===== config.mk =====
export PLATFORM = sky130hd
export DESIGN_NAME = aximem_loader
export DESIGN_NICKNAME = d
export VERILOG_FILES = /design/src/rtl/aximem_loader.sv
export SDC_FILE = /design/constraint.sdc
export NUM_CORES = 1
export LEC_CHECK = 0
export ABC_AREA = 1
export BUFFER_PORTS_ARGS = -buffer_cell sky130_fd_sc_hd__buf_2
export CAP_MARGIN = 20
export CORE_AREA = 10 10 97 99
export CTS_BUF_LIST = sky130_fd_sc_hd__clkbuf_16
export DETAILED_ROUTE_END_ITERATION = 16
export DIE_AREA = 0 0 107 109
export HOLD_SLACK_MARGIN = 0.05
export PLACE_DENSITY = 0.75
export SYNTH_ARGS = -nofsm -noshare
export SYNTH_HDL_FRONTEND = slang
export SYNTH_SLANG_ARGS = --single-unit

===== constraint.sdc =====
create_clock -name clk -period 1.8 [get_ports clk]
set_clock_uncertainty 0.2 [all_clocks]
set_input_delay 0.18 -clock clk [delete_from_list [all_inputs] [get_ports clk]]
set_output_delay 0.18 -clock clk [all_outputs]
set_load 0.03 [all_outputs]

===== src/rtl/aximem_loader.sv =====
`default_nettype none
// ============================================================================
// Module   : aximem_loader
// Brief    : Packs a byte stream into little-endian 32-bit words and writes
//            them to unified memory while holding the core in reset.
// Revision : 1.0
// ============================================================================
module aximem_loader #(
    parameter logic [31:0] BASE_ADDR = 32'h0,
    parameter int unsigned NUM_WORDS = 256
) (
    input  logic                             clk,
    input  logic                             reset,
    input  logic                             start,
    input  logic                             abort,
    input  logic                             in_valid,
    input  logic [7:0]                       in_data,
    output logic                             in_ready,
    output logic                             axi_mem_w,
    output logic [31:0]                      axi_mem_addr,
    output logic [31:0]                      axi_mem_data,
    output logic                             busy,
    output logic                             done,
    output logic                             hold_cpu,
    output logic [$clog2(NUM_WORDS+1)-1:0]   words_written
);

    localparam int unsigned WCW = $clog2(NUM_WORDS + 1);
    localparam logic [WCW-1:0] c_NUM_WORDS = WCW'(NUM_WORDS);

    typedef enum logic [1:0] {
        S_IDLE    = 2'd0,
        S_COLLECT = 2'd1,
        S_WRITE   = 2'd2,
        S_DONE    = 2'd3
    } state_t;

    state_t           r_state;
    logic [1:0]       r_byte_cnt;
    logic [23:0]      r_shift;
    logic [WCW-1:0]   r_words;
    logic [31:0]      r_addr;
    logic [31:0]      r_data;

    logic [WCW-1:0]   w_words_next;
    logic [31:0]      w_addr_next;

    // The word index always equals the number of writes already issued.
    assign w_words_next = r_words + WCW'(1);
    assign w_addr_next  = BASE_ADDR + (32'(r_words) << 2);

    always_ff @(posedge clk) begin
        if (reset) begin
            r_state    <= S_IDLE;
            r_byte_cnt <= 2'd0;
            r_shift    <= 24'd0;
            r_words    <= '0;
            r_addr     <= 32'd0;
            r_data     <= 32'd0;
        end else begin
            case (r_state)
                S_IDLE, S_DONE: begin
                    if (start) begin
                        r_state    <= S_COLLECT;
                        r_byte_cnt <= 2'd0;
                        r_words    <= '0;
                    end
                end
                S_COLLECT: begin
                    if (abort) begin
                        r_state    <= S_IDLE;
                        r_byte_cnt <= 2'd0;
                    end else if (in_valid) begin
                        r_byte_cnt <= r_byte_cnt + 2'd1;
                        case (r_byte_cnt)
                            2'd0:    r_shift[7:0]   <= in_data;
                            2'd1:    r_shift[15:8]  <= in_data;
                            2'd2:    r_shift[23:16] <= in_data;
                            default: begin
                                r_state <= S_WRITE;
                                r_addr  <= w_addr_next;
                                r_data  <= {in_data, r_shift};
                            end
                        endcase
                    end
                end
                S_WRITE: begin
                    // The strobe in this cycle always counts, even when aborted.
                    r_words <= w_words_next;
                    if (abort) begin
                        r_state <= S_IDLE;
                    end else if (w_words_next == c_NUM_WORDS) begin
                        r_state <= S_DONE;
                    end else begin
                        r_state <= S_COLLECT;
                    end
                end
                default: r_state <= S_IDLE;
            endcase
        end
    end

    assign in_ready      = (r_state == S_COLLECT);
    assign axi_mem_w     = (r_state == S_WRITE);
    assign busy          = (r_state == S_COLLECT) || (r_state == S_WRITE);
    assign done          = (r_state == S_DONE);
    assign hold_cpu      = (r_state != S_DONE);
    assign axi_mem_addr  = r_addr;
    assign axi_mem_data  = r_data;
    assign words_written = r_words;

endmodule
`default_nettype wire

# Word level (Yosys, flattened, before mapping)
# Index checks and enable logic that the tools add are counted.
dict set report word_totals {
  ff_bits 78
  output_inout_bits 78
}
dict set report classes {
  n_addsub 2
  eq_ne 10
  mux 13
  bitwise_logic 2
  n_reduce_logical 14
}
# cell n
set ops {}
lappend ops {{$mux 2} 9}
lappend ops {{$pmux 9 s2} 1}
lappend ops {{$reduce_and 4->1} 4}
lappend ops {{$add 9x1->9 const B} 1}
lappend ops {{$eq 9x9->1 const B} 1}
lappend ops {{$mux 9} 1}
lappend ops {{$eq 2x2->1 const B} 3}
lappend ops {{$ne 3x3->1 const B} 2}
lappend ops {{$pmux 2 s3} 1}
lappend ops {{$reduce_and 3->1} 2}
lappend ops {{$eq 2x1->1 const B} 2}
lappend ops {{$logic_not 2->1} 2}
lappend ops {{$ne 2x2->1 const B} 2}
lappend ops {{$pmux 2 s2} 1}
lappend ops {{$reduce_bool 2->1} 2}
lappend ops {{$reduce_or 3->1} 1}
lappend ops {{$add 2x1->2 const B} 1}
lappend ops {{$not 1->1} 2}
lappend ops {{$reduce_and 2->1} 1}
lappend ops {{$reduce_or 2->1} 1}
lappend ops {{$logic_or 1x1->1} 1}

# Longest topological paths before layout
# Gate-level depths: netlist (run 1).
dict set report depth {
  ltp_word 6
  mapped_depth 11
  ltp_nobuf 11
}

# Least setup slack after synthesis (run 1)
# No wires, ideal clock.
dict set report synth_timing {
  kind {register to register}
  start {register r_state[0]}
  end {register r_byte_cnt[1]}
  t_arrival_ns 1.536
  path_slack_ns -0.063
  stages_incl_launch_ff 9
  cell_sequence {dfxtp_1 -> inv_1 -> ha_1 -> inv_1 -> nor2_2 -> a21oi_1 -> o21ai_0 -> a32oi_1 -> nor2_1}
}
dict set report synth_via {
  elab_chain_cells 4
  word_cells_on_any_way 9
  classes_between {eq/ne: 4; mux: 1; reduce/logical: 4}
}
# element line_no
set synth_lines {}
lappend synth_lines {{from (decl)} 38} ;# state_t r_state;
lappend synth_lines {{from (signal assigned)} 54} ;# r_state <= S_IDLE;
lappend synth_lines {{from (signal assigned)} 64} ;# r_state <= S_COLLECT;
lappend synth_lines {{from (signal assigned)} 71} ;# r_state <= S_IDLE;
lappend synth_lines {{$eq 2x2->1 or $logic_not 2->1 (tied branches)} 61} ;# case (r_state)
lappend synth_lines {{$reduce_or 2->1} 61}
lappend synth_lines {{$ne 2x2->1 (no line) or $reduce_bool 2->1 (tied branches)} --}
lappend synth_lines {{$reduce_and 3->1 (no line)} --}
lappend synth_lines {{to (signal assigned)} 74} ;# r_byte_cnt <= r_byte_cnt + 2'd1;
lappend synth_lines {{to (decl)} 39} ;# logic [1:0] r_byte_cnt;
# Several ways; a longest one is shown, not always the timed one.
# A chain may end at the register's enable or synchronous reset.

# Worst setup path in the final report (run 1)
dict set report layout_timing {
  start {register r_state[1]}
  end {register r_data[0] (netlist: axi_mem_data[0])}
}
dict set report layout_via {
  elab_chain_cells 2
}
# element line_no
set layout_lines {}
lappend layout_lines {{$eq 2x1->1} 61}
lappend layout_lines {{$reduce_and 4->1 (no line)} --}
lappend layout_lines {{to (signal assigned)} 82} ;# r_data <= {in_data, r_shift};
lappend layout_lines {{to (decl)} 43} ;# logic [31:0] r_data;
# No other way between the ends.

==> results.py, run 1 <==
metrics = {
    "outcome": {
        "status": "finished clean",
    },
    "floorplanning": {
        "ios": 91,
        "rows": 32,
        "dieArea_um2": 11700,
        "start_util": 0.434,
        "die_y_um": 109,
        "core_um2": 7530,
        "die_x_um": 107,
    },
    "yosys": {
        "syn_area_um2": 3270,
        "ys_seq_area_frac": 0.478,
        "synth-seq-cells": 78,
        "synth_top_family_by_area": "simple AND/OR/NAND/NOR gates",
        "synth_area_per_cell_um2": 7.51,
        "synth_cells": 435,
        "yosys.area_share.simple": 0.230,
        "synth-xor-area-share": 0.00268,
        "synth.distinct_cells": 23,
        "synthMuxAreaShare": 0,
        "synth_compound_area_frac": 0.148,
        "yosysWarningCount": 0,
        "synth-adder-area-share": 0.0345,
    },
    "clock_tree": {
        "cts_max_level": 3,
        "cts_buffers": 9,
        "clkSinkCount": 78,
        "cts_buffer_depth": 2,
        "clk_latency_ps": 330,
        "clockRootBuffer": "clkbuf_16",
        "tritoncts": "done",
        "path_clk_slew_ps": 60,
    },
    "sta": {
        "setup_viol": 0,
        "fmax_ghz": 0.567,
        "period_needed_ps": 1760,
        "slew_viol_final": 0,
        "whs_ps": 123,
        "rsz0062_at_grt": "yes",
        "hold_viol": 0,
        "fin_crit_sh": 0.980,
        "fin_ws_ps": 35.6,
    },
    "global_routing": {
        "grt_pass1_vias": 2844,
        "grtUsageMet3": 0.0490,
        "use_met1": 0.172,
        "grt_use_met2": 0.227,
        "antenna_found_initial": 0,
        "top_usage_layer": "met2",
        "grt_max_degree": 65,
        "grt_overflow": 0,
        "grt_pass1_wl_mm": 13.6,
        "grt_usage": 0.143,
    },
    "pwr": {
        "leakagePower_nw": 2.00,
        "p_seq_frac": 0.435,
        "p_int_w": 0.00306,
        "combPwrFrac": 0.086,
        "total_power_w": 0.00406,
        "p_sw_frac": 0.244,
        "peakVddDrop_v": 0.000676,
        "power.density_nw_per_um2": 952,
        "p_sw_w": 0.000991,
        "p_clk_frac": 0.479,
    },
    "flow_run": {
        "maxCapViolations": 0,
    },
    "placement": {
        "dp_slack_ps": -39.3,
        "portBuffers": 67,
        "dp_hpwl_mm": 5.77,
        "place_congestion": 0.834,
        "dpl_cell_area_um2": 3650,
    },
    "worst_hold_path": {
        "hold_path.class": "in2reg",
    },
    "detailed_routing": {
        "first_iter_violations": 118,
        "postRouteWirelength_mm": 8.48,
        "first_pass_iters": 4,
        "detail_route.wl_per_cell_um": 13.5,
        "vias_per_cell": 4.75,
        "drc": 0,
        "antenna_left": 0,
        "num_vias": 2972,
    },
    "setup_path": {
        "endpoint_kind": "flip-flop",
        "startpoint_type": "flip-flop",
        "crit_fanout": 6,
        "crit_type": "reg2reg",
        "cp_data_arrival_time_ps": 1790,
        "cp.required_ps": 1820,
    },
    "layout": {
        "utilization": 0.566,
        "nets": 541,
        "syn2layout_area_growth_pct": 30.3,
        "stdcell_area_um2": 4260,
        "insertedDiodeCount": 0,
        "drive_gt1_frac": 0.265,
    },
}
-- per-layer routing --
metal  routed length (um)  vias to the layer above
li1                     -                     1514
met1                 3780                     1351
met2                 3880                       91
met3                  616                       16
met4                  198                        0
met5                    0                        -
-- sequential cells by signal (all words and copies together) (netlist names) --
register,flops
axi_mem_data,32
r_shift,24
words_written,9
r_state,2
r_byte_cnt,2
axi_mem_addr,9
-- what timing repair did --
item	CTS	global route
setup endpoints to repair	1	59
gates resized for setup	2	36
setup buffers	0	4
endpoints found under the hold margin	44	0
cloned	0	2
pin swaps	0	1
hold buffers	11	0
-- final cells by class --
| type | instances | area [um^2] |
|---|---|---|
| timing repair buffer | 90 | 623 |
| multi-input combinational | 313 | 1510 |
| tap | 102 | 128 |
| clock inverter | 7 | 96.3 |
| clock buffer | 9 | 225 |
| inverter | 27 | 111 |
| sequential | 78 | 1570 |
| fill | 679 | 3270 |
-- through the flow --
| stage | cells | TNS [ps] |
|---|---|---|
| 4_1_cts | 620 | 0 |
| 6_report | 626 | 0 |
| 3_5_place_dp | 593 | -39.3 |
| 3_3_place_gp | 593 | 0 |
| 2_1_floorplan | 457 | 0 |
| 5_1_grt | 626 | -556 |
-- synth_stat cells --
| cell | number | area share |
|---|---|---|
| o21ai_0 | 56 | 0.086 |
| nand3_1 | 10 | 0.015 |
| inv_4 | 1 | 0.0019 |
| o21ai_1 | 14 | 0.021 |
| inv_2 | 5 | 0.0057 |
| or2_2 | 1 | 0.0019 |
| conb_1 | 1 | 0.0011 |
| buf_2 | 1 | 0.0015 |
| nor2_1 | 119 | 0.14 |
| nor2_2 | 7 | 0.013 |
| nand2_1 | 44 | 0.051 |
| xor2_1 | 1 | 0.0027 |
| buf_4 | 25 | 0.057 |
| a31oi_1 | 1 | 0.0019 |
| inv_1 | 21 | 0.024 |
| dfxtp_1 | 78 | 0.48 |
| nor2_4 | 3 | 0.010 |
| ha_1 | 9 | 0.034 |
| a32oi_1 | 1 | 0.0027 |
| clkbuf_1 | 13 | 0.015 |
| a21oi_1 | 22 | 0.034 |
| nand2_2 | 1 | 0.0019 |
| a21oi_2 | 1 | 0.0027 |
-- worst paths after layout --
path | start | end | slack (ps) | depth (start not counted)
max | r_state[1]$_SDFFE_PP0P_ | axi_mem_data[0]$_SDFFE_PP0P_ | 40 | 10
min | start | words_written[0]$_SDFFE_PP0P_ | 120 | 4
max reg2reg | r_state[1]$_SDFFE_PP0P_ | axi_mem_data[0]$_SDFFE_PP0P_ | 40 | 10
min reg2reg | r_shift[17]$_SDFFE_PP0P_ | axi_mem_data[17]$_SDFFE_PP0P_ | 280 | 2
-- critical path: stages, from the launching register on --
cell and delay [ps]:
dfxtp_2 330, inv_2 50, ha_2 180, inv_2 60, nor2_4 120, inv_4 70
nor2_4 160, clkinv_4 140, clkbuf_16 180, nor2_1 90, nor2_1 60
-- power groups by stage --
stage	Sequential, W	Clock, W	Combinational (W)
final	0.00176	0.00194	0.000350
after global routing	0.00176	0.00204	0.000384
after CTS	0.00176	0.00198	0.000319
after detailed placement	0.00180	0	0.000296
after global placement	0.00180	0	0.000288
after floorplan	0.00180	0	0.000263
-- cells by family after synthesis --
family / Yosys count
buffers and inverters: 66
AND/OR/NAND/NOR: 185
adder cells (fa/ha/maj): 9
AO/OA/AOI/OAI: 95
flip-flops: 78
other: 1
XOR/XNOR: 1
-- placed cells by master, fill, tap and decap left out, types with 2 or more instances in the layout --
master         count
clkinv_4           2
buf_2             66
inv_2              6
inv_4              2
bufinv_16          2
o21ai_0           51
ha_2               2
a21oi_2            2
clkbuf_16         11
inv_1             18
nor2_2            17
nand3_1           10
nand2_1           41
conb_1            23
dfxtp_1           74
buf_12             4
dlygate4sd3_1     11
ha_1               7
nor2_4             6
o21ai_1           19
a21oi_1           21
nand2_2            4
dfxtp_2            4
clkinvlp_4         2
nor2_1           106
buf_4              6
No activity file was read; power rests on OpenSTA's default activity.
==> inputs of run 2 (changes only) <==
- CORE_AREA: 10 10 97 99 -> 10 10 95 97
- DIE_AREA: 0 0 107 109 -> 0 0 105 107
- PLACE_DENSITY: 0.75 -> 0.78
==> results.py, run 2 (synthesis gave the netlist of run 1 again) <==
metrics = {
    "outcome": {
        "status": "finished, violations left",
        "violations": "negative setup slack",
    },
    "sta": {
        "fin_ws_ps": -75.5,
        "whs_ps": 195,
        "period_needed_ps": 1880,
        "fmax_ghz": 0.533,
        "slew_viol_final": 0,
        "hold_viol": 0,
        "setup_viol": 4,
        "fin_crit_sh": 1.04,
        "rsz0062_at_grt": "yes",
    },
    "clock_tree": {
        "cts_buffer_depth": 2,
        "clk_latency_ps": 330,
        "path_clk_slew_ps": 60,
        "cts_buffers": 9,
        "clockRootBuffer": "clkbuf_16",
        "tritoncts": "done",
        "clkSinkCount": 78,
        "cts_max_level": 3,
    },
    "setup_path": {
        "r2r-end": "axi_mem_addr[4]$_SDFFE_PP0P_",
        "crit_end": "axi_mem_addr[4]$_SDFFE_PP0P_",
        "crit_type": "reg2reg",
        "rr_worst_depth": 10,
        "startpoint_type": "flip-flop",
        "r2r_slack_ps": -80,
        "r2r_start": "r_state[1]$_SDFFE_PP0P_",
        "crit_fanout": 17,
        "critPathLaunch": "r_state[1]$_SDFFE_PP0P_",
        "cp_data_arrival_time_ps": 1920,
        "cp.required_ps": 1850,
        "endpoint_kind": "flip-flop",
    },
    "detailed_routing": {
        "first_pass_iters": 4,
        "antenna_left": 0,
        "num_vias": 3139,
        "first_iter_violations": 226,
        "postRouteWirelength_mm": 9.37,
        "detail_route.wl_per_cell_um": 14.9,
        "vias_per_cell": 5.00,
        "drc": 0,
    },
    "global_routing": {
        "grt_max_degree": 64,
        "grt_overflow": 0,
        "grt_usage": 0.151,
        "grt_pass1_vias": 2919,
        "antenna_found_initial": 0,
        "grt_pass1_wl_mm": 14.1,
    },
    "layout": {
        "stdcell_area_um2": 4350,
        "seq_area_um2": 1570,
        "mostFrequentLayoutCells": "nor2_1, dfxtp_1, buf_2",
        "nets": 546,
        "utilization": 0.609,
        "final_common_cell": "nor2_1",
        "largest_reg_flops": 32,
        "final_cell_count_no_fill": 628,
        "insertedDiodeCount": 0,
        "syn2layout_area_growth_pct": 33.0,
        "fillers": 601,
        "multi_input_area_um2": 1580,
        "drive_gt1_frac": 0.274,
    },
    "floorplanning": {
        "dieArea_um2": 11200,
        "start_util": 0.458,
        "die_x_um": 105,
        "core_um2": 7140,
        "die_y_um": 107,
        "rows": 31,
        "ios": 91,
    },
    "pwr": {
        "power.density_nw_per_um2": 928,
        "peakVddDrop_v": 0.000833,
        "leakagePower_nw": 2.03,
    },
    "worst_hold_path": {
        "hold_path.class": "in2reg",
    },
    "placement": {
        "place_congestion": 0.889,
        "post-place-cells": 589,
        "dp_hpwl_mm": 5.95,
        "dpl_cell_area_um2": 3620,
        "dp_slack_ps": 4.53,
        "portBuffers": 67,
    },
    "flow_run": {
        "maxCapViolations": 0,
    },
}
## run 2: cell types whose count changed in the layout (fill, tap and decap cells not counted), moves of 2 or more
| cell | previous run | this run |
|---|---|---|
| buf_6 | 0 | 4 |
| dfxtp_2 | 4 | 2 |
| dfxtp_4 | 0 | 2 |
| inv_2 | 6 | 2 |
| inv_6 | 1 | 5 |
| inv_8 | 0 | 2 |
| nand2_8 | 0 | 2 |
| nor2_1 | 106 | 119 |
| nor2_2 | 17 | 5 |
| o21ai_0 | 51 | 30 |
| o21ai_1 | 19 | 27 |
| o21ai_2 | 0 | 13 |
## run 2: metrics by stage
step,setup TNS [ps],total power (W)
after global placement,0,0.00209
after CTS,-13.5,0.00395
after floorplan,0,0.00206
after global routing,-3090,0.00415
after detailed placement,0,0.00210
final,-94.1,0.00403
## run 2: cell type report
cell class              count  share of cell area
clock inverters             7              0.0184
flip-flops and latches     78               0.362
repair buffers             92               0.145
multi-input cells         316               0.364
clock buffers               9              0.0518
well taps                  99              0.0285
inverters                  27              0.0308
## run 2: timing repair
item                                    CTS  global route
gates resized for setup                   2            78
buffers inserted                          0             8
cloned                                    0             4
hold buffers                             11             0
endpoints found under the hold margin    44             0
pin swaps                                 0            13
endpoints found under the setup margin   21            73
## run 2: worst max-delay path: stages, from the launching register on
cell and delay (ps):
dfxtp_4 370, inv_4 60, ha_4 150, inv_4 40
nor2_4 150, inv_4 80, nor2_4 130, buf_12 150
buf_8 160, o21ai_1 100, a21oi_1 180
## run 2: worst min-delay path by stage
stage / depth (start not counted) / to / startpoint
CTS: 4 / words_written[0]$_SDFFE_PP0P_ / start
global placement: 2 / r_shift[5]$_SDFFE_PP0P_ / r_shift[5]$_SDFFE_PP0P_
detailed placement: 2 / axi_mem_data[11]$_SDFFE_PP0P_ / r_shift[11]$_SDFFE_PP0P_
floorplan: 1 / r_state[1]$_SDFFE_PP0P_ / reset
global route: 5 / r_state[1]$_SDFFE_PP0P_ / abort
finish: 5 / words_written[2]$_SDFFE_PP0P_ / start
## run 2: layer usage
metal	share of wire	track usage
met2	0.47	0.249
met1	0.42	0.176
met5	0	0
met3	0.077	0.0503
met4	0.032	0.0618
## run 2: where the power goes
part           internal, W  switching (W)  total, W  leakage [nW]
clock network      0.00109       0.000763   0.00185         0.143
logic             0.000127       0.000286  0.000413          1.26
registers          0.00174      0.0000188   0.00176         0.631
total              0.00296        0.00107   0.00403          2.03
